**src/rtl/rv32i_pkg.sv**
```systemverilog
// Shared definitions for the rv32i front end.
// Holds instruction/PC widths, reset PC, the NOP encoding and the fetch entry type.
package rv32i_pkg;

    localparam int ILEN = 32;

    localparam logic [ILEN-1:0] RESET_PC_DEFAULT = 32'h0000_0000;
    localparam logic [ILEN-1:0] NOP_INSTR        = 32'h0000_0013;

    // One buffered fetch result: the word and the PC it was fetched from.
    typedef struct packed {
        logic [ILEN-1:0] instr;
        logic [ILEN-1:0] pc;
    } if_entry_t;

endpackage

```
**src/rtl/fetch_fifo.sv**
```systemverilog
// Small synchronous FIFO of fetch entries with a registered head.
// Ports: push/push_data write, pop read, flush clears (wins over push),
// full/empty/count status, head is the oldest entry (0 after reset).
module fetch_fifo
    import rv32i_pkg::*;
#(
    parameter  int DEPTH = 2,
    localparam int AW    = $clog2(DEPTH),
    localparam int CW    = $clog2(DEPTH + 1)
) (
    input  logic          clk,
    input  logic          rst,
    input  logic          push,
    input  if_entry_t     push_data,
    input  logic          pop,
    input  logic          flush,
    output logic          full,
    output logic          empty,
    output logic [CW-1:0] count,
    output if_entry_t     head
);

    if_entry_t     mem [DEPTH];
    logic [AW-1:0] wr_ptr;
    logic [AW-1:0] rd_ptr;
    logic          do_push;
    logic          do_pop;

    assign full    = (count == CW'(DEPTH));
    assign empty   = (count == '0);
    assign do_push = push & ~full;
    assign do_pop  = pop & ~empty;
    assign head    = mem[rd_ptr];

    // DEPTH is a power of two, so the pointers wrap naturally.
    always_ff @(posedge clk) begin
        if (rst) begin
            wr_ptr <= '0;
            rd_ptr <= '0;
            count  <= '0;
            for (int i = 0; i < DEPTH; i++) begin
                mem[i] <= '0;
            end
        end else if (flush) begin
            wr_ptr <= '0;
            rd_ptr <= '0;
            count  <= '0;
        end else begin
            if (do_push) begin
                mem[wr_ptr] <= push_data;
                wr_ptr      <= wr_ptr + AW'(1);
            end
            if (do_pop) begin
                rd_ptr <= rd_ptr + AW'(1);
            end
            count <= count + CW'(do_push) - CW'(do_pop);
        end
    end

endmodule

```
**src/rtl/fetch_unit.sv**
```systemverilog
// rv32i instruction fetch: owns the PC, issues credit-limited memory reads,
// buffers returned words with their PC and hands them to decode.
// Ports: clk/rst; o_im_ar* request channel; i_im_r*/o_im_rready response channel;
// i_redirect_* flush+retarget from execute; o_if_*/i_if_ready decode handshake.
module fetch_unit
    import rv32i_pkg::*;
#(
    parameter int              XLEN     = 32,
    parameter logic [XLEN-1:0] RESET_PC = RESET_PC_DEFAULT,
    parameter int              DEPTH    = 2
) (
    input  logic            clk,
    input  logic            rst,
    output logic [XLEN-1:0] o_im_araddr,
    output logic            o_im_arvalid,
    input  logic            i_im_arready,
    input  logic            i_im_rvalid,
    input  logic [XLEN-1:0] i_im_rdata,
    output logic            o_im_rready,
    input  logic            i_redirect_valid,
    input  logic [XLEN-1:0] i_redirect_pc,
    output logic            o_if_valid,
    output logic [XLEN-1:0] o_if_instr,
    output logic [XLEN-1:0] o_if_pc,
    input  logic            i_if_ready
);

    localparam int              CW      = $clog2(DEPTH + 1);
    localparam logic [XLEN-1:0] PC_STEP = XLEN'(4);
    localparam logic [XLEN-1:0] PC_MASK = ~XLEN'(3);

    logic [XLEN-1:0] fetch_pc;
    logic [XLEN-1:0] fetch_pc_n;
    logic [XLEN-1:0] resp_pc;
    logic [XLEN-1:0] resp_pc_n;
    logic [XLEN-1:0] redir_pc;
    logic [XLEN-1:0] redir_pc_n;
    logic            redir_pend;
    logic            redir_pend_n;
    logic            arvalid;
    logic            arvalid_n;
    logic [CW-1:0]   outstanding;
    logic [CW-1:0]   outstanding_n;
    logic [CW-1:0]   drop_cnt;
    logic [CW-1:0]   drop_cnt_n;

    logic            req_hs;
    logic            req_hold;
    logic            push;
    logic            pop;
    logic [XLEN-1:0] target;
    logic [CW-1:0]   count_n;
    logic [CW:0]     credit;

    if_entry_t       push_data;
    if_entry_t       head;
    logic            fifo_full;
    logic            fifo_empty;
    logic [CW-1:0]   fifo_count;

    assign req_hs   = arvalid & i_im_arready;
    assign req_hold = arvalid & ~i_im_arready;
    assign target   = i_redirect_pc & PC_MASK;

    // Words owed to an older stream, or arriving with a redirect, are dropped.
    assign push = i_im_rvalid & (drop_cnt == '0) & ~i_redirect_valid;
    assign pop  = ~fifo_empty & i_if_ready;

    assign push_data = '{instr: i_im_rdata, pc: resp_pc};

    fetch_fifo #(
        .DEPTH (DEPTH)
    ) u_fifo (
        .clk       (clk),
        .rst       (rst),
        .push      (push),
        .push_data (push_data),
        .pop       (pop),
        .flush     (i_redirect_valid),
        .full      (fifo_full),
        .empty     (fifo_empty),
        .count     (fifo_count),
        .head      (head)
    );

    always_comb begin
        outstanding_n = outstanding + CW'(req_hs) - CW'(i_im_rvalid);
        drop_cnt_n    = drop_cnt;
        fetch_pc_n    = fetch_pc;
        resp_pc_n     = resp_pc;
        redir_pc_n    = redir_pc;
        redir_pend_n  = redir_pend;

        if (i_im_rvalid && drop_cnt != '0) begin
            drop_cnt_n = drop_cnt - CW'(1);
        end

        // A redirect seen while a request was stalled is applied once it is accepted.
        if (req_hs) begin
            fetch_pc_n   = redir_pend ? redir_pc : fetch_pc + PC_STEP;
            redir_pend_n = 1'b0;
        end

        if (push) begin
            resp_pc_n = resp_pc + PC_STEP;
        end

        if (i_redirect_valid) begin
            resp_pc_n  = target;
            // A stalled request still completes later, so it is owed a drop too.
            drop_cnt_n = outstanding_n + CW'(req_hold);
            if (req_hold) begin
                redir_pend_n = 1'b1;
                redir_pc_n   = target;
            end else begin
                fetch_pc_n   = target;
                redir_pend_n = 1'b0;
            end
        end

        count_n = i_redirect_valid ? '0
                : fifo_count + CW'(push) - CW'(pop);

        // Credit check on next-cycle occupancy guarantees every response a slot.
        credit    = (CW + 1)'(count_n) + (CW + 1)'(outstanding_n);
        arvalid_n = req_hold | (credit < (CW + 1)'(DEPTH));
    end

    always_ff @(posedge clk) begin
        if (rst) begin
            fetch_pc    <= RESET_PC;
            resp_pc     <= RESET_PC;
            redir_pc    <= RESET_PC;
            redir_pend  <= 1'b0;
            arvalid     <= 1'b0;
            outstanding <= '0;
            drop_cnt    <= '0;
        end else begin
            fetch_pc    <= fetch_pc_n;
            resp_pc     <= resp_pc_n;
            redir_pc    <= redir_pc_n;
            redir_pend  <= redir_pend_n;
            arvalid     <= arvalid_n;
            outstanding <= outstanding_n;
            drop_cnt    <= drop_cnt_n;
        end
    end

    // A response with nothing outstanding, or a push into a full FIFO,
    // means the memory broke the one-response-per-request contract.
    always_ff @(posedge clk) begin
        if (!rst) begin
            assert (!(i_im_rvalid && outstanding == '0));
            assert (!(push && fifo_full && !pop));
        end
    end

    assign o_im_araddr  = fetch_pc;
    assign o_im_arvalid = arvalid;
    assign o_im_rready  = 1'b1;
    assign o_if_valid   = ~fifo_empty;
    assign o_if_instr   = head.instr;
    assign o_if_pc      = head.pc;

endmodule

```
**config.mk**
```make
export PLATFORM = sky130hd
export DESIGN_NAME = fetch_unit
export DESIGN_NICKNAME = d
export VERILOG_FILES = /design/src/rtl/rv32i_pkg.sv /design/src/rtl/fetch_fifo.sv /design/src/rtl/fetch_unit.sv
export SDC_FILE = /design/constraint.sdc
export NUM_CORES = 1
export LEC_CHECK = 0
export ABC_AREA = 1
export BUFFER_PORTS_ARGS = -buffer_cell sky130_fd_sc_hd__buf_2
export CAP_MARGIN = 5
export CORE_UTILIZATION = 60
export CTS_BUF_LIST = sky130_fd_sc_hd__clkbuf_2
export CTS_CLUSTER_DIAMETER = 50
export CTS_CLUSTER_SIZE = 12
export DETAILED_ROUTE_END_ITERATION = 6
export PLACE_DENSITY = 0.88
export SLEW_MARGIN = 25
export SYNTH_ARGS = -nofsm -noshare
export SYNTH_HDL_FRONTEND = slang
export SYNTH_SLANG_ARGS = --single-unit
```
**constraint.sdc**
```tcl
create_clock -name clk -period 5.5 [get_ports clk]
set_input_delay 1.1 -clock clk [delete_from_list [all_inputs] [get_ports clk]]
set_output_delay 1.1 -clock clk [all_outputs]
set_load 0.05 [all_outputs]
```
==> results.py, run 1 <==
metrics = {
    "run_status": {
        "status": "completed",
    },
    "clock_tree": {
        "cts_tree": "yes",
        "cts_buffer_depth": 3,
        "worstSkewPairLatency_ns": 0.80,
        "cts_root_buffer": "clkbuf_2",
        "cts_hold_buf": 0,
        "post_cts.repair.setup_buffers": 0,
        "cts_resized": 0,
        "clock-sinks": 227,
        "clk_pin_slew_ns": 0.22,
        "numCtsBuffers": 25,
        "cts_max_level": 1,
    },
    "worst_setup_path": {
        "crit_fanout": 43,
        "rr_worst_depth": 9,
        "crit_family": "flip-flops",
        "cp.required_ns": 4.40,
        "crit_type": "reg -> out",
        "r2r_end": "u_fifo.mem[0][40]$_SDFFCE_PN0P_",
        "rr_startpoint": "drop_cnt[0]$_SDFFE_PP0P_",
        "r2r_slack_ns": 2.81,
        "worst_setup_path_start_kind": "register",
        "cp_num_buf_inv": 2,
        "slowest_delay_ns": 0.76,
        "arrival_ns": 2.55,
        "crit_slowest_cell": "dfxtp_4",
        "path_cells": "buf_4 > mux2_2 > buf_2",
        "crit_path_end_kind": "primary output",
    },
    "timing": {
        "finClkSkew_ns": 0.0464,
        "hold_viol": 0,
        "fin_crit_ns": 3.65,
        "rsz0062_at_grt": "no",
        "slew_viol_final": 0,
        "max_slew_margin_pct": 33.2,
        "tightest_slew_ns": 0.998,
        "setup_viol": 0,
        "clock.fmax_mhz": 274,
        "fin_tns_setup_ns": 0,
        "fin_crit_sh_pct": 66.4,
    },
    "final_layout": {
        "fin_cells": 1813,
        "multiInputGateArea_um2": 4870,
        "final_cell_mix": "254 x nand2_1, 233 x nor2_1, 163 x buf_2, 150 x inv_1, 124 x edfxtp_1",
        "layout_commonest_cell": "nand2_1",
        "fillers": 1531,
        "fin_nets": 1615,
        "syn_to_final_growth_pct": 10.0,
        "ff_latch_area_um2": 5790,
        "layout-drive-gt1-share_pct": 22.0,
    },
    "power_and_ir_drop": {
        "p_leak_nw": 5.29,
        "vdd_drop_max_mv": 0.210,
        "power_density_nw_per_um2": 302,
    },
    "route": {
        "wl_per_cell_um": 15.5,
        "viasPerCell": 5.45,
        "vias": 9885,
        "antenna_left": 0,
        "dr.pass1.iters": 5,
        "drtIter0Drc": 847,
        "drc": 0,
        "wl_um": 28100,
    },
    "synth": {
        "async_flop_share_pct": 0,
        "ys_warn_count": 0,
        "synth_area_per_cell_um2": 8.27,
        "synth_seq_area_share_pct": 49.9,
        "synth-edff-count": 124,
        "synth-compound-area-share_pct": 11.1,
        "yosysTopAreaCell": "edfxtp_1",
        "synth-xor-area-share_pct": 1.06,
        "syn-cell-area_um2": 11600,
        "synth_adder_area_share_pct": 1.14,
        "yosys_most_used_dff": "edfxtp_1",
        "synth_simple_gate_area_share_pct": 22.5,
        "synth_top_family_by_area": "simple AND/OR/NAND/NOR gates",
        "synth-seq-cells": 227,
        "netlist.area_leader.share_pct": 32.1,
        "synth_cell_types": 42,
        "synthTopCellsByArea": "edfxtp_1 32%, dfxtp_1 18%, nand2_1 8.3%",
        "synth_mux_area_share_pct": 6.03,
        "synthCells": 1401,
    },
    "floorplan": {
        "die_w_um": 141,
        "die-area_um2": 19900,
        "start_util_pct": 61.5,
        "io-pin-count": 169,
        "core-area_um2": 18800,
        "num_rows": 50,
        "die_y_um": 141,
    },
    "global_routing": {
        "grt_pass1_wl_um": 44900,
        "grt.overflow.total": 0,
        "grt_max_degree": 63,
        "grt_usage_pct": 28.3,
        "antenna_found_initial": 1,
        "grt_pass1_vias": 9268,
    },
    "hold_path": {
        "min_from": "o_im_araddr[1]$_SDFF_PP0_",
        "worstHoldPathCells": 2,
        "hp-class": "reg -> reg",
        "holdPathEnd": "o_im_araddr[1]$_SDFF_PP0_",
    },
    "flow_run": {
        "drv_cap": 0,
    },
    "placed_design": {
        "gp_congestion": 0.952,
        "dp_hpwl_um": 19200,
        "port_buffers": 163,
        "place_inst": 1768,
    },
}
==> flip-flops by register name, summed over array words and instances, names as in the netlist, named ones only <==
signal         count
u_fifo.mem       124
outstanding        2
u_fifo.wr_ptr      1
o_im_arvalid       1
u_fifo.count       2
resp_pc           30
redir_pend         1
o_im_araddr       32
redir_pc          30
u_fifo.rd_ptr      1
drop_cnt           2
==> power breakdown <==
group	switching (mW)	total, mW	internal [mW]
sequential	0.100	2.03	1.93
combinational	0.720	0.981	0.261
clock	0.567	0.832	0.265
total	1.39	3.85	2.46
==> Yosys cell counts (2+ instances only) <==
master and instances:
nand2_1 256, nor2_1 233, inv_1 150, edfxtp_1 124, a21oi_1 114, dfxtp_1 103, o21ai_0 93, nand3_1 66
mux2_2 62, buf_2 30, clkbuf_1 26, o21ai_1 18, nor2_2 17, xor2_1 13, nand2_2 12, nor2_4 12
a31oi_1 10, ha_1 9, inv_2 9, buf_4 5, nand4_1 5, buf_6 4, a211oi_1 3, nand3_2 3
o22ai_1 3, buf_1 2, clkinv_1 2, conb_1 2, nand2_4 2
==> per-stage QoR <==
stage	utilization (%)	total power, mW	instance area [um^2]	hold WS (ns)	worst slack [ns]
6_report	67.7	3.85	12700	0.459	1.85
5_1_grt	67.7	4.03	12700	0.488	1.72
4_1_cts	67.7	3.85	12700	0.462	1.46
3_5_place_dp	66.2	3.04	12500	0.437	1.76
3_3_place_gp	66.2	3.01	12500	0.430	1.82
2_1_floorplan	-	2.81	11600	0.425	1.88
==> worst register-to-register path, stage by stage (launching register included) <==
cell and delay, ns:
dfxtp_1 0.34, inv_1 0.08, ha_1 0.23, nand2_1 0.11, nor2_2 0.18, o21ai_2 0.11, inv_2 0.08, nand3_2 0.33
nand2_2 0.15, buf_4 0.64
==> how the worst max path moves through the flow <==
| stage | from | end | slack [ns] | depth (start not counted) |
|---|---|---|---|---|
| floorplan | i_redirect_valid | u_fifo.mem[0][10]$_SDFFCE_PN0P_ | 1.88 | 7 |
| global placement | rst | u_fifo.mem[0][25]$_SDFFCE_PN0P_ | 1.82 | 7 |
| global route | register | o_if_pc[11] | 1.72 | 3 |
| detailed placement | rst | u_fifo.mem[0][31]$_SDFFCE_PN0P_ | 1.76 | 7 |
| CTS | register | o_if_instr[30] | 1.46 | 3 |
| finish | register | o_if_pc[11] | 1.85 | 3 |
==> cell families (layout without fill, tap and decap cells) <==
family | count (synthesis) | in the layout
simple gates | 611 | 611
compound gates | 247 | 247
buf+inv | 228 | 378
flops | 227 | 227
mux | 62 | 62
xor+xnor | 14 | 14
fa+ha+maj | 10 | 10
other cells | 2 | 4
==> metal layers <==
metal,GRT usage (%),part of all wire (%),vias to the layer above
met2,48.6,48,456
met4,8.98,2.6,0
li1,-,-,4837
met5,0,0,-
met1,36.8,40,4538
met3,4.25,9.5,54
==> area by class of cell <==
class                   count  share of cell area (%)
diodes                      1                  0.0196
clock buffers              33                    1.30
clock inverters            11                   0.824
inverters                 161                    4.74
multi-input cells         947                    38.2
flip-flops and latches    227                    45.4
well taps                 260                    2.55
repair buffers            173                    6.99
No activity file was read; power rests on OpenSTA's default activity.
==> run 2, diff against run 1 <==
- clock period: 5.5 -> 3.7 ns (I/O delays scaled with it)
==> run 2 against run 1 <==
Worst setup slack worse by 1.4 ns. Critical path depth stayed put. Clock skew is 0.0091 ns higher. Register-to-register slack worse by 1.5 ns. Core utilization is 0.28 points higher. Clock-buffer cell count is 1 higher. Critical path type unchanged. Die area stayed put. Final cell count is 0.33% higher.
==> results.py, run 2 (synthesized netlist as in run 1, its figures left out) <==
metrics = {
    "run_status": {
        "status": "completed",
    },
    "placed_design": {
        "dp_hpwl_um": 19100,
        "place_ws_ns": 1.03,
        "gp_congestion": 0.933,
        "port_buffers": 163,
    },
    "timing": {
        "max_slew_margin_pct": 39.1,
        "clock.fmax_mhz": 303,
        "tightest_slew_ns": 0.912,
        "rsz0062_at_grt": "no",
        "hold_viol": 0,
        "fin_ws_ns": 0.401,
        "setup_viol": 0,
        "fin_tns_setup_ns": 0,
        "fin_crit_ns": 3.30,
        "hold_slack_ns": 0.144,
        "fin_crit_sh_pct": 89.2,
        "slew_viol_final": 0,
        "finClkSkew_ns": 0.0555,
    },
    "final_layout": {
        "fillers": 1491,
        "layout-drive-gt1-share_pct": 22.0,
        "syn_to_final_growth_pct": 10.5,
        "layout_commonest_cell": "nand2_1",
        "top_register": "u_fifo.mem",
        "multiInputGateArea_um2": 4870,
        "fin_nets": 1619,
        "ff_latch_area_um2": 5790,
        "final_cell_mix": "254 x nand2_1, 233 x nor2_1, 163 x buf_2, 150 x inv_1, 124 x edfxtp_1",
        "largest_reg_flops": 124,
    },
    "route": {
        "antenna_left": 0,
        "wl_um": 27900,
        "wl_per_cell_um": 15.3,
        "dr.pass1.iters": 5,
        "vias": 9892,
        "viasPerCell": 5.44,
        "drtIter0Drc": 750,
        "drc": 0,
    },
    "hold_path": {
        "hp-class": "in -> reg",
    },
    "clock_tree": {
        "numCtsBuffers": 25,
        "cts_resized": 0,
        "worstSkewPairLatency_ns": 0.87,
        "cts_buffer_depth": 3,
        "cts_hold_buf": 0,
        "cts_max_level": 1,
        "cts_tree": "yes",
        "post_cts.repair.setup_buffers": 0,
        "cts_root_buffer": "clkbuf_2",
        "clk_pin_slew_ns": 0.24,
        "clock-sinks": 227,
    },
    "worst_setup_path": {
        "worst_setup_path_start_kind": "register",
        "cp.required_ns": 2.96,
        "arrival_ns": 2.56,
        "crit_path_end_kind": "primary output",
        "crit_type": "reg -> out",
        "crit_fanout": 25,
    },
    "global_routing": {
        "antenna_found_initial": 3,
        "grt_max_degree": 63,
        "grt_usage_pct": 28.1,
        "grt_pass1_vias": 9289,
        "grt.overflow.total": 0,
        "grt_pass1_wl_um": 44600,
    },
    "floorplan": {
        "io-pin-count": 169,
        "num_rows": 50,
        "die-area_um2": 19900,
        "die_w_um": 141,
        "core-area_um2": 18800,
        "die_y_um": 141,
        "start_util_pct": 61.5,
    },
    "flow_run": {
        "drv_cap": 0,
    },
    "power_and_ir_drop": {
        "vdd_drop_max_mv": 0.369,
        "total_power_mw": 5.75,
        "power_density_nw_per_um2": 449,
        "p_leak_nw": 5.30,
    },
}
-- run 2: cell types whose count changed in the layout (fill, tap and decap cells not counted), moves of 2 or more --
cell,previous run,this run
inv_2,11,9
clkinv_1,3,6
diode_2,1,3
clkinv_2,5,0
buf_4,10,13
clkinvlp_4,0,2
-- run 2: per-stage QoR --
| step | cell area (um^2) | cells | utilization [%] |
|---|---|---|---|
| final | 12800 | 1819 | 68.0 |
| after CTS | 12800 | 1816 | 67.9 |
| after detailed placement | 12500 | 1772 | 66.5 |
| after floorplan | 11600 | 1402 | - |
| after global routing | 12800 | 1819 | 68.0 |
| after global placement | 12500 | 1772 | 66.5 |
-- run 2: cell type report --
class / instances / share of cell area, %
sequential: 227 / 45.2
multi-input combinational: 947 / 38.0
timing repair buffer: 177 / 7.29
inverter: 161 / 4.72
tap: 260 / 2.54
clock buffer: 34 / 1.33
clock inverter: 10 / 0.841
antenna: 3 / 0.0586
-- run 2: critical path, stage by stage, from the launching register on --
cell	delay, ns
dfxtp_2	0.75
buf_4	0.36
mux2_2	0.37
buf_2	0.21
-- run 2: where the power goes --
group	leakage (nW)	switching, mW	total, mW	internal [mW]
Clock	0.185	0.858	1.26	0.401
Combinational	2.98	1.07	1.47	0.394
Sequential	2.13	0.147	3.02	2.88
-- run 2: routing by layer --
metal / vias to the layer above / track usage (%) / part of all wire, %
li1: 4848 / - / -
met1: 4509 / 37.4 / 41
met2: 469 / 46.6 / 47
met3: 66 / 4.14 / 9.1
met4: 0 / 10.3 / 2.9
met5: - / 0 / 0
-- run 2: worst paths after layout --
path	startpoint	end	slack (ns)	cells after the start
setup / recovery	register	o_if_instr[8]	0.40	3
hold / removal	i_redirect_pc[9]	resp_pc[9]$_SDFFE_PP0P_	0.14	3
hold reg to reg	o_im_araddr[1]$_SDFF_PP0_	o_im_araddr[1]$_SDFF_PP0_	0.46	2
setup reg to reg	drop_cnt[0]$_SDFFE_PP0P_	u_fifo.mem[1][28]$_SDFFCE_PN0P_	1.32	9
